File: src/rtl/clock_ctrl.sv
// Upstream control for the hour/min/sec counter bank: 1 s tick generation,
// carry forwarding and debounced button-driven time setting. Outputs are registered.

module clock_ctrl_btn #(
   parameter int DB_CYC = 500_000
) (
   input  logic clk,
   input  logic rst_n,
   input  logic raw,
   output logic press
);
   localparam int CW = (DB_CYC > 1) ? $clog2(DB_CYC) : 1;

   logic          s1, s2, db, db_hist;
   logic [CW-1:0] cnt;

   always_ff @(posedge clk or negedge rst_n) begin
      if (!rst_n) begin
         s1      <= 1'b0;
         s2      <= 1'b0;
         db      <= 1'b0;
         db_hist <= 1'b0;
         cnt     <= '0;
         press   <= 1'b0;
      end else begin
         s1      <= raw;
         s2      <= s1;
         db_hist <= db;
         press   <= db & ~db_hist;
         // any sample equal to the current level restarts the stability window
         if (s2 == db) begin
            cnt <= '0;
         end else if (cnt == CW'(DB_CYC - 1)) begin
            db  <= s2;
            cnt <= '0;
         end else begin
            cnt <= cnt + 1'b1;
         end
      end
   end
endmodule

module clock_ctrl #(
   parameter int TICK_CYC = 50_000_000,
   parameter int DB_CYC   = 500_000
) (
   input  logic       clk,
   input  logic       rst_n,
   input  logic       i_sw0,
   input  logic       i_sw1,
   input  logic       i_sw2,
   input  logic       i_max_hit_sec,
   input  logic       i_max_hit_min,
   input  logic       i_max_hit_hour,
   output logic       o_sec_clk,
   output logic       o_min_clk,
   output logic       o_hour_clk,
   output logic       o_mode,
   output logic [1:0] o_position
);
   localparam int PW = $clog2(TICK_CYC);
   localparam logic [1:0] POS_SEC  = 2'd0;
   localparam logic [1:0] POS_MIN  = 2'd1;
   localparam logic [1:0] POS_HOUR = 2'd2;

   typedef enum logic {CLOCK = 1'b0, SETUP = 1'b1} mode_t;

   logic [2:0]    raw, press;
   mode_t         state, state_nxt;
   logic [1:0]    pos, pos_nxt;
   logic [PW-1:0] presc, presc_nxt;
   logic          hist_sec, hist_min;
   logic          sec_nxt, min_nxt, hour_nxt;
   logic          tick_end, inc;
   logic          unused_hour;

   assign unused_hour = i_max_hit_hour;
   assign raw         = {i_sw2, i_sw1, i_sw0};

   for (genvar g = 0; g < 3; g++) begin : g_btn
      clock_ctrl_btn #(.DB_CYC(DB_CYC)) u_btn (
         .clk   (clk),
         .rst_n (rst_n),
         .raw   (raw[g]),
         .press (press[g])
      );
   end

   assign tick_end = (presc == PW'(TICK_CYC - 1));

   always_comb begin
      state_nxt = state;
      pos_nxt   = pos;
      presc_nxt = '0;
      inc       = 1'b0;
      // a mode press swallows any position/increment press in the same cycle
      if (press[0]) begin
         state_nxt = (state == CLOCK) ? SETUP : CLOCK;
         if (state == CLOCK) pos_nxt = POS_SEC;
      end else if (state == SETUP) begin
         inc = press[2];
         if (press[1]) pos_nxt = (pos == POS_HOUR) ? POS_SEC : pos + 2'd1;
      end
      if (state == CLOCK && state_nxt == CLOCK && !tick_end) presc_nxt = presc + 1'b1;
      sec_nxt  = (state == CLOCK && tick_end) || (inc && pos == POS_SEC);
      min_nxt  = (state == CLOCK && i_max_hit_sec && !hist_sec) || (inc && pos == POS_MIN);
      hour_nxt = (state == CLOCK && i_max_hit_min && !hist_min) || (inc && pos == POS_HOUR);
   end

   // carry history samples in both modes so a mode change never fakes an edge
   always_ff @(posedge clk or negedge rst_n) begin
      if (!rst_n) begin
         state      <= CLOCK;
         pos        <= POS_SEC;
         presc      <= '0;
         hist_sec   <= 1'b0;
         hist_min   <= 1'b0;
         o_sec_clk  <= 1'b0;
         o_min_clk  <= 1'b0;
         o_hour_clk <= 1'b0;
      end else begin
         state      <= state_nxt;
         pos        <= pos_nxt;
         presc      <= presc_nxt;
         hist_sec   <= i_max_hit_sec;
         hist_min   <= i_max_hit_min;
         o_sec_clk  <= sec_nxt;
         o_min_clk  <= min_nxt;
         o_hour_clk <= hour_nxt;
      end
   end

   assign o_mode     = (state == SETUP);
   assign o_position = pos;
endmodule

File: config.mk
export PLATFORM = sky130hd
export DESIGN_NAME = clock_ctrl
export DESIGN_NICKNAME = d
export VERILOG_FILES = /design/src/rtl/clock_ctrl.sv
export SDC_FILE = /design/constraint.sdc
export NUM_CORES = 1
export LEC_CHECK = 0
export BUFFER_PORTS_ARGS = -buffer_cell sky130_fd_sc_hd__buf_2
export CELL_PAD_IN_SITES_DETAIL_PLACEMENT = 0
export CELL_PAD_IN_SITES_GLOBAL_PLACEMENT = 1
export CORE_ASPECT_RATIO = 0.5
export CORE_UTILIZATION = 41
export DETAILED_ROUTE_END_ITERATION = 8
export GPL_TIMING_DRIVEN = 0
export MAX_ROUTING_LAYER = met4
export PLACE_DENSITY = 0.68
export SKIP_LAST_GASP = 1
export SYNTH_ARGS = -nofsm -noshare
export SYNTH_HDL_FRONTEND = slang
export SYNTH_HIERARCHICAL = 1
export SYNTH_SLANG_ARGS = --single-unit
File: constraint.sdc
create_clock -name clk -period 2.7 [get_ports clk]
set_input_delay 0.54 -clock clk [delete_from_list [all_inputs] [get_ports clk]]
set_output_delay 0.54 -clock clk [all_outputs]
set_load 0.02 [all_outputs]
==> flow_results.org, run 1 <==
** Synthesis
- The Yosys step of the flow raised 6 warnings.
- Nets in the synthesized netlist :: 518
- Most frequently used cell type in the post-synthesis netlist :: dfrtp_1
- Summed over all instances, the cell type with the most area after synthesis is dfrtp_1.
- After synthesis, the largest area contributor takes up around half of total cell area.
- The cell area that synthesis handed to floorplanning was between 5000 and 6000 um^2.
- By area the synthesized netlist is led by dfrtp_1, xnor2_1, nor2_1.
- Yosys mapped the design onto between 40 and 50 distinct sky130hd cell types.
- Synthesized instance count :: about 500
- After synthesis the netlist holds a flip-flop and latch count of 106.
- Sequential fraction of the synthesis area :: roughly half
- Number of enable flip-flop cells after synthesis :: 0
- By count the netlist is led by dfrtp_1, nor2_1, xnor2_1.
- Top FF cell, synth :: dfrtp_1
- After synthesis, the share of flip-flops with an asynchronous set or reset is 100.0%.
- Mean cell area of the mapped netlist :: between 10 and 15 um^2

** Finish
- Ratio of cells with drive above 1 in the final layout :: ~11%
- Synth-to-Final Area Change :: 11.37%
- Post-route cell area :: approximately 5800 um^2
- Layout filler cell count :: between 1k and 1.5k
- Number of standard cells in the layout, taps in and fillers out :: 697
- Diode count :: 0
- Final net count :: between 500 and 600

** Pwr
- Max IR drop VDD :: around 0.00027 V
- The share of total power dissipated in combinational logic is under 10%.
- The clock network is responsible for between 40 and 50% of the overall power.
- Sequential group share of total power :: between 50% and 60%
- Power after layout :: between 3 and 4 mW
- The analysis attributes to net switching a power of ~0.67 mW.
- Pwr Density :: around 530 nW/um^2
- Net switching is 22.23% of the power.
- Leakage power figure :: ~2.4 nW
- Internal power component :: about 2.4 mW

** GRT
- First-pass GRT wire length :: approximately 17 mm
- The number of global-route vias before repair was between 3k and 4k.
- Summed over all layers, the global routing overflow is 0.
- The initial antenna violation count came to 0.
- Aggregate global-route resource usage :: between 15 and 20%
- Entering global routing, the biggest net connects 60 pins.

** Clock tree
- The number of clock buffers added by TritonCTS is 9.
- Clk root buf :: clkbuf_16
- TritonCTS built the clock tree.
- After clock tree synthesis, the flow added hold-fix buffers numbering 0.
- Clock slew at reported path FFs :: about 0.07 ns
- Maximum buffer depth of the clock tree :: 2
- In this run, post-CTS repair resized a total of 0 instances.
- In this run the number of H-tree levels came out at 3.
- Clock sink total :: ~110
- The clock reaches the later pin of the worst-skew pair after 0.34 ns.
- Setup repair bufs after CTS :: 0

** STA
- Tightest Pin Transition :: between 0.6 and 0.7 ns
- Clock skew :: 0.006574 ns
- For the final routed database, the setup TNS stands at 0 ns.
- The max-slew violation total from the final report came to 0.
- Maximum achievable frequency :: around 470 MHz
- Hold timing on the final database bottoms out at a slack of roughly 0.22 ns.
- Setup repair after global routing left no endpoint under its margin.
- Dividing the final minimum period by the clock period gives roughly four fifths.
- Setup violations, final :: 0
- The number of hold-slack violations in the final timing report came to 0.
- Crit path time final :: 2.111 ns
- In this run the tightest slew margin relative to its limit is around 57%.

** Floorplanning
- Row generation in the floorplan step produced 28 rows.
- Initial cell density of the core :: between 40% and 50%
- Number of ports placed on the die boundary :: 14
- From left edge to right edge, the die measures around 160 um.
- The floorplan step defined a die boundary enclosing between 10000 and 15000 um^2.
- In this run the vertical extent of the chip is 81.42 um.
- Core ar. :: 12050 um^2

** Setup path
- Crit path capture :: presc[17]$_DFF_PN0_
- Required arrival time at the worst endpoint :: around 3 ns
- Reg-to-reg startpoint :: presc[0]$_DFF_PN0_
- Setup slack on the worst reg-to-reg path comes out at just under 0.6 ns.
- The setup path with the least slack is of type reg -> reg.
- In this run the worst setup path begins at presc[0]$_DFF_PN0_.
- The endpoint identified for the worst register-to-register timing path is presc[17]$_DFF_PN0_.
- Worst Reg2Reg Path Length in Cells :: 6
- Kind of end point of the critical path :: flip-flop
- At the worst endpoint, the arrival time is ~2.3 ns.
- In this run the worst path has a maximum fanout of 10.
- Worst Setup Start Kind :: flip-flop

** Drt
- After detailed routing, the average wire length per cell comes to around 14 um.
- Overall routed net length :: between 9 and 10 mm
- # DRC :: 0
- The final route contains approximately 3.6k vias.
- After detailed routing, the number of vias per cell comes to 5.209.
- The first routing iteration left roughly 190 violations.
- First-pass DRT Iterations :: 4
- Antenna-violating nets left :: 0

** Hold path
- The worst hold path belongs to the class in -> async.

** Outcome
- The flow ran to the end, and the final reports show no timing, DRC or antenna violations.

** Placement
- Total placed instance area :: approximately 5500 um^2
- After legalization and detailed placement, the total HPWL measured 6.545 mm.
- PortBufs :: 12
- Number of instances in the placed design :: roughly 680
- At the end of routability-driven placement, the weighted congestion stood at between 0.8 and 0.9.

** Job
- Max-cap violations in this run came to 0.
[worst max-delay path, cell delays in order (launching register included)]
cell	delay (ns)
dfrtp_1	0.42
ha_1	0.29
and3_1	0.20
nand4_1	0.18
o21ai_1	0.48
buf_2	0.34
a21oi_1	0.07
[state kept, by name, summed over array words and instances, names as in the netlist, 2 cells and up]
name and flops:
g_btn.u_btn/db 3, g_btn.u_btn/s1 3, g_btn.u_btn/press 3, presc 26
g_btn.u_btn/cnt 57, o_position 2, g_btn.u_btn/db_hist 3, g_btn.u_btn/s2 3
[power by group through the flow]
stage	Sequential (mW)	Clock, mW	Combinational, mW
2_1_floorplan	1.65	0	0.0466
3_3_place_gp	1.65	0	0.0988
3_5_place_dp	1.65	0	0.104
4_1_cts	1.62	1.36	0.104
5_1_grt	1.62	1.43	0.115
6_report	1.62	1.31	0.0992
[cells by family after synthesis]
| kind of cell | Yosys count | synth area share (%) |
|---|---|---|
| xor+xnor | 54 | 9.146 |
| compound gates | 55 | 7.186 |
| mux | 7 | 1.428 |
| flops | 106 | 51.29 |
| fa+ha+maj | 6 | 1.452 |
| buf+inv | 32 | 2.831 |
| simple gates | 244 | 26.66 |
[through the flow]
| stage | setup slack (ns) | utilization [%] |
|---|---|---|
| 2_1_floorplan | 0.8313 | - |
| 3_3_place_gp | -0.2351 | 45.12 |
| 3_5_place_dp | 0.5857 | 45.37 |
| 4_1_cts | 0.5664 | 47.79 |
| 5_1_grt | 0.4016 | 47.79 |
| 6_report | 0.5887 | 47.79 |
[per-layer routing]
| metal | share of wire [%] | routed length (um) | global-route usage [%] | vias up |
|---|---|---|---|---|
| li1 | - | - | - | 1836 |
| met5 | 0 | 0 | - | - |
| met4 | 1.1 | 106 | 4.245 | 0 |
| met2 | 42 | 4111 | 26.62 | 29 |
| met1 | 54 | 5228 | 22.42 | 1757 |
| met3 | 2.6 | 251 | 4.242 | 9 |
[worst min-delay path by stage]
stage,cells past startpoint,to,slack [ns],from
final,1,presc[2]$_DFF_PN0_,0.22,rst_n
after global routing,1,presc[3]$_DFF_PN0_,0.28,rst_n
after CTS,1,presc[3]$_DFF_PN0_,0.25,rst_n
after detailed placement,0,g_btn[0].u_btn/s2$_DFF_PN0_,0.34,g_btn[0].u_btn/s1$_DFF_PN0_
after global placement,0,g_btn[0].u_btn/s2$_DFF_PN0_,0.33,g_btn[0].u_btn/s1$_DFF_PN0_
after floorplan,0,g_btn[0].u_btn/cnt[0]$_DFF_PN0_,0.24,rst_n
[layout by cell type (no fill, tap or decap), drive strengths merged, types with 2 or more instances in the layout]
cell and instances:
dfrtp 106, nor2 69, xnor2 43, nand3 33, nand2 30, a21oi 25
inv 24, buf 23, nor4 21, nand4 21, o21ai 17, or3 12
nor3 12, xor2 11, and2 10, or4 10, clkbuf 9, o31ai 8
nor2b 8, and3 7, ha 6, nor4b 5, mux2i 4, nand4b 3
o41ai 3, mux2 3, clkinv 3, and4 2
[cell type report]
class                           instances  area [um^2]  area share [%]
Clock inverter                          6        66.31           1.151
Buffer                                 10        63.81           1.108
Inverter                               22        82.58           1.434
Tap cell                              165        206.4           3.585
Clock buffer                            9        225.2           3.910
Multi-Input combinational cell        366         2372           41.19
Timing Repair Buffer                   13        90.09           1.564
Sequential cell                       106         2653           46.06
Power figures use the tool's default switching activity.
==> run 2, diff against run 1 <==
--- a/config.mk
+++ b/config.mk
@@ -13,7 +13,7 @@
 export DETAILED_ROUTE_END_ITERATION = 8
 export GPL_TIMING_DRIVEN = 0
 export MAX_ROUTING_LAYER = met4
-export PLACE_DENSITY = 0.68
+export PLACE_DENSITY = 0.7
 export SKIP_LAST_GASP = 1
 export SYNTH_ARGS = -nofsm -noshare
 export SYNTH_HDL_FRONTEND = slang
==> constraint.sdc (replaced) <==
create_clock -name clk -period 1.9 [get_ports clk]
set_input_delay 0.38 -clock clk [delete_from_list [all_inputs] [get_ports clk]]
set_output_delay 0.38 -clock clk [all_outputs]
set_load 0.02 [all_outputs]
==> run 2 against run 1 <==
  * Flip-flop and latch count did not move
  * Combinational power up 82%
  * Core utilization increased by 2.2 points
  * Critical endpoint is now g_btn[0].u_btn/db$_DFFE_PN0P_
==> flow_results.org, run 2 (same netlist as run 1, synthesis figures left out) <==
** Pwr
- The overall power is 4.284 mW (+41%).
- The share of total power in sequential cells was 53.7% (+0.3 points).
- Share of total power in combinational logic :: 4.2% (+0.9 points)
- Max IR drop VDD :: 0.0003720 V (+39%)
- NetSw :: 1.017 mW (+51%)
- Pwr Density :: 710.5 nW/um^2 (+35%)
- Leakage power figure :: 2.554 nW (+7.1%)
- The clock share of power is 42.1% (-1.2 points).
- Internal power component :: 3.267 mW (+39%)
- The switching part of the total is 23.73% (+1.5 points).

** Finish
- The final antenna diode count was 0 (unchanged).
- Leaving out fill and tap cells, the most frequent cell in the layout is dfrtp_1.
- In the final layout, the registers with the most flip-flops are g_btn.u_btn/cnt (57), presc (26).
- Leading cell types in the layout, fill and taps excluded :: dfrtp_1, nor2_1, xnor2_1
- Register containing the most flip-flops in the final layout :: g_btn.u_btn/cnt
- Synth-to-Final Area Change :: 16.60%
- Number of flip-flops under the largest register name :: 57 (unchanged)
- The filler-free cell count of the finished design is 718 (+3.0%).
- Final net count :: 562 (+3.7%)
- The fraction of layout cells with a size suffix above 1 was 16.64% (+5.2 points).

** Floorplanning
- Number of rows in the core area :: 28 (unchanged)
- Initial cell density of the core :: 42.91% (unchanged)
- The top-level port count came to 14 (unchanged).
- Total Die Area :: 13090 um^2 (unchanged)
- The core outline area is 12050 um^2 (unchanged).
- The floorplan die width was 160.8 um (unchanged).
- Die Y-Extent :: 81.42 um (unchanged)

** STA
- The worst max-slew margin expressed relative to the limit is 42.95% (-14 points).
- Count of pins over their slew limit :: 0 (unchanged)
- Maximum achievable frequency :: 530.0 MHz (+12%)
- The setup-violating endpoint count in the final report is 0 (unchanged).
- The share of the clock period used by the worst path after layout is 99.31% (+21 points).
- Setup repair after global routing missed its margin :: true
- Tightest Pin Transition :: 0.8558 ns (+0.2035 ns)
- Post-layout worst setup margin :: 0.01307 ns (-0.5756 ns)
- The total negative slack for setup checks came to 0 ns (unchanged).
- Final number of hold-violating endpoints :: 0 (unchanged)
- The worst hold slack across all endpoints is 0.1330 ns (-0.09113 ns).
- The maximum clock skew at final layout came to 0.01027 ns (+0.003696 ns).
- The time the final worst path needs with I/O delays and setup came to 1.887 ns (-0.2244 ns).

** Clock tree
- The number of buffers on the longest clock path is 2 (unchanged).
- TritonCTS built the clock tree.
- The H-tree depth reported by CTS is 3 (unchanged).
- Clock slew at reported path FFs :: 0.08 ns (about the same)
- Number of hold-repair buffers added at the cts stage :: 0 (unchanged)
- Clk root buf :: clkbuf_16
- The clock network latency to the later pin of the worst-skew pair is 0.35 ns (about the same).
- Clock sink total :: 106 (unchanged)
- CTS Buf Count :: 9 (unchanged)

** Hold path
- Path type of the worst min-delay path :: in -> async

** GRT
- Number of global-route vias before repair :: 3549 (+1.1%)
- The initial antenna violation count is 0 (unchanged).
- Global route overflow :: 0 (unchanged)
- Maximum number of pins on one net before global-route repair :: 66 (+10%)
- First-pass GRT wire length :: 17.93 mm (+4.3%)
- The overall fraction of global-route tracks in use was 17.78% (+0.75 points).

** Setup path
- Worst Setup Start Kind :: flip-flop
- Arrival time reported for the critical path endpoint :: 2.12 ns (-0.21 ns)
- Required arrival time at the worst endpoint :: 2.13 ns (-0.79 ns)
- Startpoint-to-endpoint class of the critical path :: reg -> reg
- Peak fanout along the critical path :: 5 (-5)
- Kind of end point of the critical path :: flip-flop

** Placement
- The pre-CTS worst setup slack is -0.2058 ns (-0.7915 ns).
- PortBufs :: 12 (unchanged)
- The final HPWL from detailed placement is 6.598 mm (+0.81%).
- Number of instances in the placed design :: 682 (unchanged)
- The final weighted congestion of routability-driven global placement is 0.8050 (-2.0%).

** Drt
- Routed length per instance :: 14.35 um (+3.2%)
- Detailed-route via count :: 3784 (+4.2%)
- The remaining routing DRC violations is 0 (unchanged).
- Overall routed net length :: 10.31 mm (+6.3%)
- The total iterations of the first detailed-routing run is 4 (unchanged).
- Antenna-violating nets left :: 0 (unchanged)
- The per-cell via count in the routed design came to 5.270 (+1.2%).
- Initial detailed-routing violation count :: 177 (-7.3%)

** Outcome
- The flow ran to the end, and the final reports show no timing, DRC or antenna violations.

** Job
- The reported max-cap violation count was 0 (unchanged).
-- run 2: cell count changes in the layout (fill, tap and decap cells not counted), sizes merged --
cell / change
clkinv: -1
inv: +2
clkbuf: +2
buf: +19
bufinv: -1
-- run 2: metal layers --
layer  wire [um]  up-vias  global-route usage (%)
met4          71        0                   4.245
met2        4583       38                   26.62
met3         266        8                   3.939
met1        5384     1873                   24.66
met5           0        -                       -
li1            -     1865                       -
-- run 2: layout make-up --
| type | instances | area, um^2 |
|---|---|---|
| Fill cell | 1144 | 6022 |
| Sequential cell | 106 | 2653 |
| Multi-Input combinational cell | 366 | 2502 |
| Timing Repair Buffer | 33 | 232.7 |
| Clock buffer | 10 | 229.0 |
| Tap cell | 165 | 206.4 |
| Inverter | 22 | 82.58 |
| Buffer | 10 | 68.82 |
| Clock inverter | 6 | 55.05 |
-- run 2: worst paths after layout --
| kind | cells past startpoint | slack [ns] | from | endpoint |
|---|---|---|---|---|
| max in group asynchronous | 2 | 1.05 | rst_n | presc[10]$_DFF_PN0_ |
| hold / removal | 1 | 0.13 | rst_n | g_btn[2].u_btn/cnt[0]$_DFF_PN0_ |
| setup / recovery | 4 | 0.01 | g_btn[0].u_btn/cnt[9]$_DFF_PN0_ | g_btn[0].u_btn/db$_DFFE_PN0P_ |
| hold reg to reg | 0 | 0.35 | g_btn[1].u_btn/s1$_DFF_PN0_ | g_btn[1].u_btn/s2$_DFF_PN0_ |
| setup reg to reg | 4 | 0.01 | g_btn[0].u_btn/cnt[9]$_DFF_PN0_ | g_btn[0].u_btn/db$_DFFE_PN0P_ |
| min in group clk | 1 | 0.13 | i_sw2 | g_btn[2].u_btn/s1$_DFF_PN0_ |
-- run 2: critical path, cell delays in order, from the launching register on --
cell	delay [ns]
dfrtp_1	0.44
nor4_1	0.29
nand4_1	0.30
nor4_4	0.38
mux2_2	0.36
-- run 2: timing repair --
item	CTS	global route
pin swaps	3	10
gates resized for setup	12	11
endpoints found under the setup margin	60	29
buffers inserted	11	9
-- run 2: per-stage QoR --
| step | util, % | instance area (um^2) |
|---|---|---|
| 2_1_floorplan | - | 5171 |
| 3_3_place_gp | 45.12 | 5438 |
| 3_5_place_dp | 45.31 | 5460 |
| 4_1_cts | 48.93 | 5897 |
| 5_1_grt | 50.03 | 6030 |
| 6_report | 50.03 | 6030 |
-- run 2: power groups by stage --
stage / logic [mW] / clock network (mW) / registers (mW)
after detailed placement: 0.148 / 0 / 2.34
after CTS: 0.183 / 1.87 / 2.30
after floorplan: 0.0662 / 0 / 2.34
final: 0.181 / 1.80 / 2.30
after global routing: 0.205 / 1.97 / 2.30
after global placement: 0.139 / 0 / 2.34
==> run 3, diff against run 2 <==
--- a/config.mk
+++ b/config.mk
@@ -5,15 +5,17 @@
 export SDC_FILE = /design/constraint.sdc
 export NUM_CORES = 1
 export LEC_CHECK = 0
+export ABC_AREA = 1
 export BUFFER_PORTS_ARGS = -buffer_cell sky130_fd_sc_hd__buf_2
 export CELL_PAD_IN_SITES_DETAIL_PLACEMENT = 0
 export CELL_PAD_IN_SITES_GLOBAL_PLACEMENT = 1
 export CORE_ASPECT_RATIO = 0.5
 export CORE_UTILIZATION = 41
 export DETAILED_ROUTE_END_ITERATION = 8
+export GPL_ROUTABILITY_DRIVEN = 0
 export GPL_TIMING_DRIVEN = 0
 export MAX_ROUTING_LAYER = met4
-export PLACE_DENSITY = 0.7
+export PLACE_DENSITY = 0.73
 export SKIP_LAST_GASP = 1
 export SYNTH_ARGS = -nofsm -noshare
 export SYNTH_HDL_FRONTEND = slang
==> run 3 against run 2 <==
  * Core utilization shrank 2.0 points
  * Routed wire length rose by 8.7%
  * Maximum frequency rose by 24%
  * Sequential power barely moved
  * Critical path type unchanged
  * Largest power group unchanged
==> flow_results.org, run 3 <==
** Clock tree
- Clock slew at reported path FFs :: 0.07 ns (about the same)
- The number of hold buffers added after cts is 0 (unchanged).
- CTS HTree Levels :: 3 (unchanged)
- Maximum buffer depth of the clock tree :: 2 (unchanged)
- TritonCTS clock tree :: built
- The sink count of the clock tree came to 106 (unchanged).
- CTS placed an instance of clkbuf_16 at the clock tree root.
- Total of cells resized after clock tree synthesis :: 0 (-12)
- Setup repair bufs after CTS :: 0 (-11)
- The CTS buffer count was 9 (unchanged).
- The clock network latency to the later pin of the worst-skew pair came to 0.34 ns (about the same).

** Pwr
- Sequential group share of total power :: 51.8% (-1.9 points)
- NetSw :: 0.9282 mW (-8.7%)
- Internal power component :: 3.501 mW (+7.2%)
- The switching part of the total came to 20.95% (-2.8 points).
- Fraction of power consumed by the clock network :: 45.3% (+3.2 points)
- The worst IR drop on VDD was 0.0004439 V (+19%).
- The power density relative to cell area is 706.5 nW/um^2 (-0.55%).
- Leakage power figure :: 2.807 nW (+9.9%)
- Share of total power in combinational logic :: 2.9% (-1.3 points)

** Synthesis
- In the post-synthesis netlist, the biggest area contributors are dfrtp_1, nor2_1, nand2_1.
- The portion of synthesized cell area occupied by the leading cell type was 46.96% (-4.3 points).
- The number of different library cells in the post-synthesis netlist is 30 (-27%).
- Mean cell area of the mapped netlist :: 7.977 um^2 (-22%)
- Most frequently used cell type in the post-synthesis netlist :: nor2_1
- Post-synthesis register bit count :: 106 (unchanged)
- The gate count of the mapped netlist came to 708 (+40%).
- The proportion of register bits with asynchronous set or reset after synthesis is 100.0% (unchanged).
- In the synthesized netlist the dominant register cell turns out to be dfrtp_1.
- Synth warnings :: 6 (unchanged)
- Sequential fraction of the synthesis area :: 46.96% (-4.3 points)
- In the synthesized netlist, the cells that appear most often are nor2_1, nand2_1, dfrtp_1.
- Nets in the synthesized netlist :: 722 (+39%)
- Largest area contributor in the netlist :: dfrtp_1
- The area of the mapped netlist came to 5648 um^2 (+9.2%).
- The number of synthesized flops with an enable pin was 0 (unchanged).

** STA
- Crit path time final :: 1.518 ns (-0.3687 ns)
- Post-layout worst setup margin :: 0.3818 ns (+0.3687 ns)
- The worst max-slew margin expressed relative to the limit came to 45.17% (+2.2 points).
- The setup-violating endpoint count in the final report is 0 (unchanged).
- Final number of hold-violating endpoints :: 0 (unchanged)
- The maximum clock skew at final layout came to 0.008240 ns (-0.002031 ns).
- The share of the clock period used by the worst path after layout is 79.90% (-19 points).
- Tightest Pin Transition :: 0.8225 ns (-0.03333 ns)
- Maximum achievable frequency :: 658.7 MHz (+24%)
- The max-slew violation total from the final report came to 0 (unchanged).
- Setup repair after global routing missed its margin :: false

** Drt
- The per-cell via count in the routed design is 4.668 (-11%).
- The total iterations of the first detailed-routing run came to 4 (unchanged).
- Detailed-route via count :: 4229 (+12%)
- The average detailed-routed wire length per instance was 12.37 um (-14%).
- Initial detailed-routing violation count :: 238 (+34%)
- The antenna violation net count after detailed routing came to 0 (unchanged).
- The post-detailed-routing wire length was 11.21 mm (+8.7%).
- # DRC :: 0 (unchanged)

** Placement
- Minimum setup slack after placement :: 0.3594 ns (+0.5652 ns)
- Post-DP HPWL :: 8.311 mm (+26%)
- The number of cells after detailed placement is 891 (+31%).
- The count of input and output buffers came to 12 (unchanged).
- The cell area after placement came to 5951 um^2 (+9.0%).

** Setup path
- Reg-to-reg startpoint :: g_btn[2].u_btn/cnt[0]$_DFF_PN0_
- Worst reg2reg setup slack :: 0.38 ns (+0.37 ns)
- CP max stage delay :: 0.38 ns (-0.06 ns)
- The required time of the critical path is 2.13 ns (about the same).
- Peak fanout along the critical path :: 7 (+2)
- Worst Reg2Reg Path Length in Cells :: 6 (+2)
- Critical register-to-register path endpoint :: g_btn[2].u_btn/cnt[5]$_DFF_PN0_
- Kind of end point of the critical path :: flip-flop
- Worst Setup Start Kind :: flip-flop
- The critical path goes through ha_1 > nand2_1 > nor2_1 > nand3_2 > nand2_1 > nor2_1.
- Startpoint-to-endpoint class of the critical path :: reg -> reg
- Among all stages on the critical path, the largest delay is contributed by dfrtp_1.
- The critical path data arrival time is 1.75 ns (-0.37 ns).

** GRT
- Global route overflow :: 0 (unchanged)
- Maximum number of pins on one net before global-route repair :: 64 (-3.0%)
- The overall fraction of global-route tracks in use came to 18.19% (+0.41 points).
- The initial antenna violation count came to 0 (unchanged).
- First-pass GRT wire length :: 20.07 mm (+12%)
- The number of global-route vias before repair was 4182 (+18%).

** Job
- The reported max-cap violation count is 0 (unchanged).

** Floorplanning
- The site row count was 29 (+3.6%).
- Total Die Area :: 14280 um^2 (+9.0%)
- The floorplan die width was 168.0 um (+4.5%).
- The initial standard-cell utilization of the core is 43.24% (+0.33 points).
- The core outline area is 13060 um^2 (+8.4%).
- Die Y-Extent :: 84.99 um (+4.4%)
- The top-level port count is 14 (unchanged).

** Finish
- Diode count :: 0 (unchanged)
- In the final layout, the registers with the most flip-flops are g_btn.u_btn/cnt (57), presc (26).
- Leaving out fill and tap cells, the most frequent cells in the layout are nor2_1, nand2_1, dfrtp_1.
- g_btn.u_btn/cnt holds more flip-flops than any other register.
- Synth-to-Final Area Change :: 11.01%
- Final net count :: 746 (+33%)
- Post-route cell area :: 6270 um^2 (+4.0%)
- Ratio of cells with drive above 1 in the final layout :: 12.91% (-3.7 points)
- The library cell used most frequently in the layout, excluding fill and tap cells, is nor2_1.
- The filler-free cell count of the finished design came to 906 (+26%).
- Number of flip-flops under the largest register name :: 57 (unchanged)

** Outcome
- Status :: completed

** Hold path
- The path class of the tightest hold or removal check is in -> async.
run 3: changes by cell type after synthesis, moves of 11 or more:
cell / change
a21oi_1: -15
inv_1: +53
nand2_1: +122
nand2_2: +12
nand3_1: +14
nor2_1: +93
nor2_2: +18
nor2_4: +11
nor4_1: -18
or3_1: -12
xnor2_1: -30
xor2_1: +14
run 3: power by group through the flow:
stage | logic, mW | clock network, mW | registers (mW)
6_report | 0.127 | 2.01 | 2.30
5_1_grt | 0.151 | 2.16 | 2.30
4_1_cts | 0.134 | 2.08 | 2.30
3_5_place_dp | 0.135 | 0 | 2.34
3_3_place_gp | 0.124 | 0 | 2.34
2_1_floorplan | 0.0530 | 0 | 2.34
run 3: logic make-up (layout without fill, tap and decap cells):
kind of cell	count (synthesis)	count (layout)	synth area share [%]
flip-flops	106	106	46.96
XOR/XNOR	41	41	6.757
AND/OR/NAND/NOR	434	434	35.49
buffers and inverters	84	112	5.849
AO/OA/AOI/OAI	37	37	3.611
adder cells (fa/ha/maj)	6	6	1.329
run 3: worst max-delay path by stage:
stage	startpoint	to	slack, ns	depth (start not counted)
floorplan	o_mode$_DFF_PN0_	o_position[1]$_DFFE_PN0P_	0.62	6
global placement	rst_n	g_btn[1].u_btn/cnt[1]$_DFF_PN0_	-0.84	1
detailed placement	g_btn[1].u_btn/cnt[0]$_DFF_PN0_	g_btn[1].u_btn/cnt[5]$_DFF_PN0_	0.36	6
CTS	g_btn[2].u_btn/cnt[0]$_DFF_PN0_	g_btn[2].u_btn/cnt[0]$_DFF_PN0_	0.35	6
global route	g_btn[2].u_btn/cnt[0]$_DFF_PN0_	g_btn[2].u_btn/cnt[1]$_DFF_PN0_	0.20	6
finish	g_btn[2].u_btn/cnt[0]$_DFF_PN0_	g_btn[2].u_btn/cnt[5]$_DFF_PN0_	0.38	6
run 3: routing by layer:
layer  vias to the layer above  track usage (%)  part of all wire (%)
met4                         0            4.003                  0.79
li1                       2237                -                     -
met5                         -                -                     0
met3                         7            4.058                   2.5
met1                      1952            24.26                    51
met2                        33            28.41                    46
run 3: final cells by class:
type	instances	area, um^2
Multi-Input combinational cell	518	2665
Sequential cell	106	2653
Inverter	82	307.8
Timing Repair Buffer	13	90.09
Tap cell	170	212.7
Clock buffer	11	242.7
Clock inverter	4	76.32
Fill cell	1325	6793
Buffer	2	22.52
run 3: stage by stage:
step / power (mW) / setup TNS [ns] / hold slack (ns) / utilization, %
2_1_floorplan: 2.393 / 0 / 0.08441 / -
3_3_place_gp: 2.462 / -87.46 / 0.3330 / 45.33
3_5_place_dp: 2.475 / 0 / 0.3370 / 45.56
4_1_cts: 4.510 / 0 / 0.1219 / 48.00
5_1_grt: 4.612 / 0 / 0.1213 / 48.00
6_report: 4.430 / 0 / 0.1240 / 48.00
run 3: worst max-delay path, delay by kind of cell, from the launching register on:
family / cells / cell delay (ns)
DFF: 1 / 0.38
and+or+nand+nor: 5 / 0.85
adders and majority gates: 1 / 0.18
